`src/rtl/imul_seq_ctrl_pkg.sv`:
```
// -----------------------------------------------------------------------------
// imul_seq_ctrl_pkg
// Shared definitions for the sequential shift-add multiplier controller:
//   - IMUL_NB_DEFAULT : default operand width
//   - imul_state_e    : FSM state encodings (IDLE=0, RUN=1, DONE=2)
//   - imul_cnt_width  : step-counter width, clog2(nb)+1
//   - IMUL_CW_DEFAULT : counter width for the default operand width
// No ports (package).
// -----------------------------------------------------------------------------
package imul_seq_ctrl_pkg;

   localparam int IMUL_NB_DEFAULT = 16;

   typedef enum logic [1:0] {
      IMUL_ST_IDLE = 2'd0,
      IMUL_ST_RUN  = 2'd1,
      IMUL_ST_DONE = 2'd2
   } imul_state_e;

   // One extra bit so the counter can hold the value NB itself.
   function automatic int imul_cnt_width(input int nb);
      return $clog2(nb) + 1;
   endfunction

   localparam int IMUL_CW_DEFAULT = imul_cnt_width(IMUL_NB_DEFAULT);

endpackage : imul_seq_ctrl_pkg

```
`src/rtl/imul_seq_ctrl_row_adder.sv`:
```
// -----------------------------------------------------------------------------
// full_adder / imul_row_adder
// Single shared row adder used by imul_seq_ctrl to accumulate one partial
// product row per cycle. Plain ripple-carry chain of full_adder cells.
//
// full_adder ports:
//   a_i, b_i, c_i : input bits and carry-in
//   s_o, c_o      : sum bit and carry-out
//
// imul_row_adder (parameter W) ports:
//   A   [W-1:0] : first addend
//   B   [W-1:0] : second addend
//   Sum [W-1:0] : A + B, truncated to W bits
//   Co          : carry-out of the top bit
// -----------------------------------------------------------------------------
module full_adder (
   input  logic a_i,
   input  logic b_i,
   input  logic c_i,
   output logic s_o,
   output logic c_o
);

   assign s_o = a_i ^ b_i ^ c_i;
   assign c_o = (a_i & b_i) | (c_i & (a_i ^ b_i));

endmodule : full_adder

module imul_row_adder #(
   parameter int W = 32
) (
   input  logic [W-1:0] A,
   input  logic [W-1:0] B,
   output logic [W-1:0] Sum,
   output logic         Co
);

   logic [W:0] carry;

   assign carry[0] = 1'b0;

   for (genvar i = 0; i < W; i++) begin : g_fa
      full_adder u_fa (
         .a_i (A[i]),
         .b_i (B[i]),
         .c_i (carry[i]),
         .s_o (Sum[i]),
         .c_o (carry[i+1])
      );
   end

   assign Co = carry[W];

endmodule : imul_row_adder

```
`src/rtl/imul_seq_ctrl.sv`:
```
// -----------------------------------------------------------------------------
// imul_seq_ctrl
// Sequential shift-add controller for unsigned NB x NB multiplication. One
// partial-product row is added per RUN cycle through a single shared row
// adder; the product is presented on oResult together with a one-cycle oDone.
//
// Parameters:
//   NB : operand width (default 16); product width is 2*NB.
//
// Ports:
//   Clock   in  1     rising-edge clock
//   Reset   in  1     synchronous, active-high reset
//   iStart  in  1     start request, accepted only while oReady=1
//   iA      in  NB    multiplicand, sampled on the accepting edge
//   iB      in  NB    multiplier, sampled on the accepting edge
//   oReady  out 1     high in IDLE only
//   oBusy   out 1     high in RUN and DONE
//   oDone   out 1     one-cycle pulse, oResult valid
//   oResult out 2*NB  product, held until the next DONE
//
// Configuration macro:
//   IMUL_SEQ_EARLY_EXIT_EN : when defined, RUN ends as soon as no multiplier
//                            bits remain (R==0); otherwise RUN is always NB
//                            cycles and the R==0 test does not exist.
// -----------------------------------------------------------------------------
module imul_seq_ctrl
   import imul_seq_ctrl_pkg::*;
#(
   parameter int NB = IMUL_NB_DEFAULT
) (
   input  logic            Clock,
   input  logic            Reset,
   input  logic            iStart,
   input  logic [NB-1:0]   iA,
   input  logic [NB-1:0]   iB,
   output logic            oReady,
   output logic            oBusy,
   output logic            oDone,
   output logic [2*NB-1:0] oResult
);

   localparam int              PW   = 2 * NB;
   localparam int              CW   = imul_cnt_width(NB);
   localparam logic [CW-1:0]   LAST = CW'(NB);

   imul_state_e   state_q,  state_d;
   logic [PW-1:0] m_q,      m_d;       // multiplicand, shifted left per step
   logic [PW-1:0] p_q,      p_d;       // running partial product
   logic [NB-1:0] r_q,      r_d;       // remaining multiplier bits
   logic [CW-1:0] cnt_q,    cnt_d;     // completed RUN steps
   logic [PW-1:0] result_q, result_d;

   logic [PW-1:0] add_sum;
   logic          add_co_unused;       // unsigned NB x NB never exceeds 2*NB bits
   logic          exit_now;

   imul_row_adder #(
      .W (PW)
   ) u_row_adder (
      .A   (p_q),
      .B   (m_q),
      .Sum (add_sum),
      .Co  (add_co_unused)
   );

`ifdef IMUL_SEQ_EARLY_EXIT_EN
   // No multiplier bits left: every further row would add zero.
   assign exit_now = (r_q == '0);
`else
   assign exit_now = 1'b0;
`endif

   // NOTE: every signal driven here gets a default before the case statement,
   // so no path leaves a value unassigned and no latch is inferred.
   always_comb begin
      state_d  = state_q;
      m_d      = m_q;
      p_d      = p_q;
      r_d      = r_q;
      cnt_d    = cnt_q;
      result_d = result_q;
      oReady   = 1'b0;
      oBusy    = 1'b0;
      oDone    = 1'b0;

      case (state_q)
         IMUL_ST_IDLE: begin
            oReady = 1'b1;
            if (iStart) begin
               m_d     = {{NB{1'b0}}, iA};
               r_d     = iB;
               p_d     = '0;
               cnt_d   = '0;
               state_d = IMUL_ST_RUN;
            end
         end

         IMUL_ST_RUN: begin
            oBusy = 1'b1;
            if (exit_now) begin
               state_d  = IMUL_ST_DONE;
               result_d = p_q;
            end else begin
               if (r_q[0]) begin
                  p_d = add_sum;
               end
               m_d   = m_q << 1;
               r_d   = r_q >> 1;
               cnt_d = cnt_q + 1'b1;
               // Result is taken from the freshly computed P, not the old one.
               if (cnt_d == LAST) begin
                  state_d  = IMUL_ST_DONE;
                  result_d = p_d;
               end
            end
         end

         IMUL_ST_DONE: begin
            oBusy   = 1'b1;
            oDone   = 1'b1;
            state_d = IMUL_ST_IDLE;
         end

         default: begin
            state_d = IMUL_ST_IDLE;
         end
      endcase
   end

   // NOTE: state registers use non-blocking assignments so every register
   // samples the pre-edge values computed above, independent of statement order.
   // NOTE: the datapath registers are cleared on reset as well as the state, so
   // an aborted operation leaves nothing behind and oResult reads zero.
   always_ff @(posedge Clock) begin
      if (Reset) begin
         state_q  <= IMUL_ST_IDLE;
         m_q      <= '0;
         p_q      <= '0;
         r_q      <= '0;
         cnt_q    <= '0;
         result_q <= '0;
      end else begin
         state_q  <= state_d;
         m_q      <= m_d;
         p_q      <= p_d;
         r_q      <= r_d;
         cnt_q    <= cnt_d;
         result_q <= result_d;
      end
   end

   assign oResult = result_q;

endmodule : imul_seq_ctrl

```
`config.mk`:
```
export PLATFORM = sky130hd
export DESIGN_NAME = imul_seq_ctrl
export DESIGN_NICKNAME = d
export VERILOG_FILES = /design/src/rtl/imul_seq_ctrl_pkg.sv /design/src/rtl/imul_seq_ctrl_row_adder.sv /design/src/rtl/imul_seq_ctrl.sv
export SDC_FILE = /design/constraint.sdc
export NUM_CORES = 1
export LEC_CHECK = 0
export CORE_MARGIN = 2
export CORE_UTILIZATION = 45
export CTS_BUF_LIST = sky130_fd_sc_hd__clkbuf_4 sky130_fd_sc_hd__clkbuf_8
export CTS_CLUSTER_DIAMETER = 150
export DETAILED_ROUTE_END_ITERATION = 16
export PLACE_DENSITY_LB_ADDON = 0.08
export SYNTH_ARGS = -nofsm -noshare
export SYNTH_HDL_FRONTEND = slang
export SYNTH_SLANG_ARGS = --single-unit
```
`constraint.sdc`:
```
create_clock -name Clock -period 14.8 [get_ports Clock]
set_input_delay 2.96 -clock Clock [delete_from_list [all_inputs] [get_ports Clock]]
set_output_delay 2.96 -clock Clock [all_outputs]
set_load 0.005 [all_outputs]
```
==> results.json <==
{
  "status": "finished clean",
  "cts_tree": "yes",
  "maxSlewViolCount": 0,
  "hold_violations": 0,
  "cts-root-buf": "clkbuf_8",
  "holdCritPathClass": "register to register",
  "clk_latency_ps": 440,
  "antenna_found_initial": 0,
  "drc_errors": 0,
  "rsz0062_at_grt": "no",
  "post_cts_resized": 0,
  "synth_top_family_by_area": "compound AO/OA/AOI/OAI gates",
  "critical_path.top_delay_family": "adder cells",
  "powerDensity_nw_per_um2": 102,
  "cp_max_fo": 3,
  "grt_pass1_wl_um": 21400,
  "crit_type": "register to register",
  "max_clock_freq_ghz": 0.0711,
  "holdCritStartpoint": "oResult[14]$_SDFFE_PP0P_",
  "setup_viol": 0,
  "vias_per_cell": 5.24,
  "gr-max-usage-layer": "met2",
  "clockBufferDepth": 2,
  "synth_fp_nets": 722,
  "peakVddDrop_uv": 60.2,
  "r2r-start": "p_q[0]$_SDFFE_PP0P_",
  "crit_required_ps": 15080,
  "synthCells": 652,
  "cp.depth": 40,
  "yosys.area_share.simple_pct": 12.0,
  "clk_pin_slew_ps": 70,
  "ys_seq_area_share_pct": 41.0,
  "r2r.worst_path.cells": 40,
  "numPortBuffers": 69,
  "fill_cells": 1241,
  "post-place-ws_ps": 578,
  "gr-usage-met3_pct": 4.94,
  "ff2ff_setup_slack_ps": 740,
  "worstMarginPinSlew_ps": 1130,
  "n_antenna_cell": 0,
  "postCtsHoldBufs": 0,
  "crit_buf_inv": 6,
  "drive_gt1_share_pct": 7.41,
  "core_area_um2": 12600,
  "cts.sinks": 119,
  "critical_path.most_common_cell": "fa_1",
  "routed_wirelength_um": 12600,
  "start_util_pct": 46.1,
  "period_minus_slack_ps": 14060,
  "fin_setup_tns_ps": 0,
  "drtIter0Drc": 258,
  "hold_path_end": "oResult[14]$_SDFFE_PP0P_",
  "critical_path.max_stage_delay_ps": 480,
  "grt_pass1_vias": 4443,
  "gp_congestion": 0.765,
  "r2r-end": "oResult[30]$_SDFFE_PP0P_",
  "cp-end-kind": "register",
  "numCtsBuffers": 17,
  "leakagePower_nw": 2.30,
  "vias": 4583,
  "synth_area_um2": 5820,
  "rows": 41,
  "synth_edf_count": 0,
  "post-route-period-util_pct": 95.0,
  "drt-pass1-iter-count": 5,
  "synth_cell_types": 37,
  "synthArstFlopShare_pct": 0,
  "dieArea_um2": 13900,
  "use_met1_pct": 25.8,
  "post-cts-setup-buffers": 0,
  "synthXorXnorAreaFrac_pct": 0.301,
  "synthAdderAreaFrac_pct": 11.4,
  "muxShareOfSynthArea_pct": 7.57,
  "startpoint_type": "register",
  "crit_arrival_ps": 14340,
  "clock_skew_ps": 7.87,
  "synth.avg_cell_area_um2": 8.92,
  "cp_slowest_cell": "fa_1",
  "met2_usage_pct": 29.6,
  "die_w_um": 118,
  "holdPathStages": 2,
  "nets": 761,
  "slew_headroom_pct": 22.9,
  "setup_slack_ps": 740,
  "cap_violations": 0,
  "io_pins": 70,
  "cts_max_level": 4,
  "grt.overflow.total": 0,
  "hpwl_um": 7950,
  "grt_max_degree": 83,
  "syn2layout_area_growth_pct": 18.2,
  "ys_ff_latch": 119,
  "synth_compound_area_share_pct": 19.3,
  "wl_per_cell_um": 14.4,
  "synth_warnings": 0,
  "die_h_um": 118,
  "drtAntennaViolNets": 0,
  "synth-main-ff-cell": "dfxtp_1",
  "grt_usage_pct": 19.1
}
==> Yosys cell counts (all sizes together) (2+ instances only) <==
cell type | count | share of area (%)
buf | 35 | 3.4
nor2 | 108 | 7.0
nor3 | 14 | 1.2
a31oi | 3 | 0.32
nand2 | 3 | 0.19
nand3 | 25 | 2.2
fa | 30 | 10
mux2 | 8 | 1.7
clkbuf | 20 | 1.3
a22oi | 50 | 6.5
a21o | 2 | 0.26
xor2 | 2 | 0.30
mux2i | 33 | 5.9
a22o | 2 | 0.30
o21ai | 26 | 2.2
inv | 60 | 3.9
a21oi | 59 | 5.1
a311oi | 4 | 0.60
dfxtp | 119 | 41
nand2b | 5 | 0.54
and2 | 3 | 0.34
a211oi | 30 | 3.9
ha | 5 | 1.1
==> kinds of logic (layout without fill, tap and decap cells) <==
kind of cell	after synthesis	in the layout
xor+xnor	2	2
buf+inv	115	165
compound gates	177	177
flops	119	119
simple gates	163	163
fa+ha+maj	35	35
mux	41	41
==> metrics by stage <==
stage	cell area (µm²)	hold WS [ps]	total power (W)	util, %	std cells
global placement	6510	464	0.000440	51.6	844
floorplan	5820	464	0.000418	-	652
detailed placement	6510	468	0.000442	51.6	844
CTS	6870	477	0.000709	54.5	874
finish	6880	474	0.000704	54.5	874
global route	6880	504	0.000738	54.5	874
==> worst max-delay path by stage <==
stage,start,to
CTS,m_q[0]$_SDFFE_PP0P_,oResult[30]$_SDFFE_PP0P_
finish,p_q[0]$_SDFFE_PP0P_,oResult[30]$_SDFFE_PP0P_
floorplan,m_q[0]$_SDFFE_PP0P_,p_q[30]$_SDFFE_PP0P_
detailed placement,m_q[0]$_SDFFE_PP0P_,p_q[30]$_SDFFE_PP0P_
global route,p_q[0]$_SDFFE_PP0P_,oResult[30]$_SDFFE_PP0P_
global placement,m_q[0]$_SDFFE_PP0P_,p_q[30]$_SDFFE_PP0P_
==> cell type report <==
type	count	area [µm²]	share of cell area, %
well taps	172	215	3.13
inverters	60	225	3.28
multi-input cells	418	2960	43.0
clock buffers	27	347	5.04
flip-flops and latches	119	2380	34.7
repair buffers	75	733	10.7
clock inverters	3	15.0	0.218
==> worst reg2reg max path, delay by kind of cell, from the launching register on <==
kind,cells,cell delay [ps]
adders and majority gates,31,12620
buffers and inverters,6,390
DFF,1,360
muxes,1,280
and+or+nand+nor,2,250
==> power by group <==
group	switching, W	internal [W]
Combinational	0.0000556	0.0000372
Clock	0.000122	0.000147
Sequential	0.00000890	0.000333
Total	0.000186	0.000518
==> state kept, by name, summed over array words and instances (netlist names) <==
name and flops:
state_q 2, cnt_q 5, oResult 32, m_q 32
r_q 16, p_q 32
==> routing by layer <==
layer	wire (µm)	vias up	share of wire [%]
li1	-	2314	-
met1	6130	2167	49
met2	5770	92	46
met3	554	10	4.4
met4	125	0	0.99
met5	0	-	0
==> cells in the final DEF, fill, tap and decap left out <==
master           count
dfxtp_2              2
nor3b_1              1
mux2i_1             31
mux2i_4              2
fa_2                 1
and2_2               1
nor4_1               1
and3_1               1
ha_1                 4
a211oi_1            30
nor2_1             108
dfxtp_1            117
a21o_1               2
nor3_1              14
and2_0               1
clkbuf_8            23
inv_1               60
xor2_1               2
nand3_1             25
nand3b_1             1
clkdlybuf4s50_1     68
a311oi_1             4
ha_2                 1
and2_1               1
a21oi_1             59
mux2_4               2
o31ai_1              1
fa_1                29
buf_4                7
a22o_1               2
o21ai_1             15
nor2b_1              1
a31oi_1              3
nand2b_1             5
clkinv_2             3
o21ai_0             11
clkbuf_4             4
nand2_1              3
mux2_2               6
a22oi_1             50
Note: power is estimated with default switching activity, not from simulation.
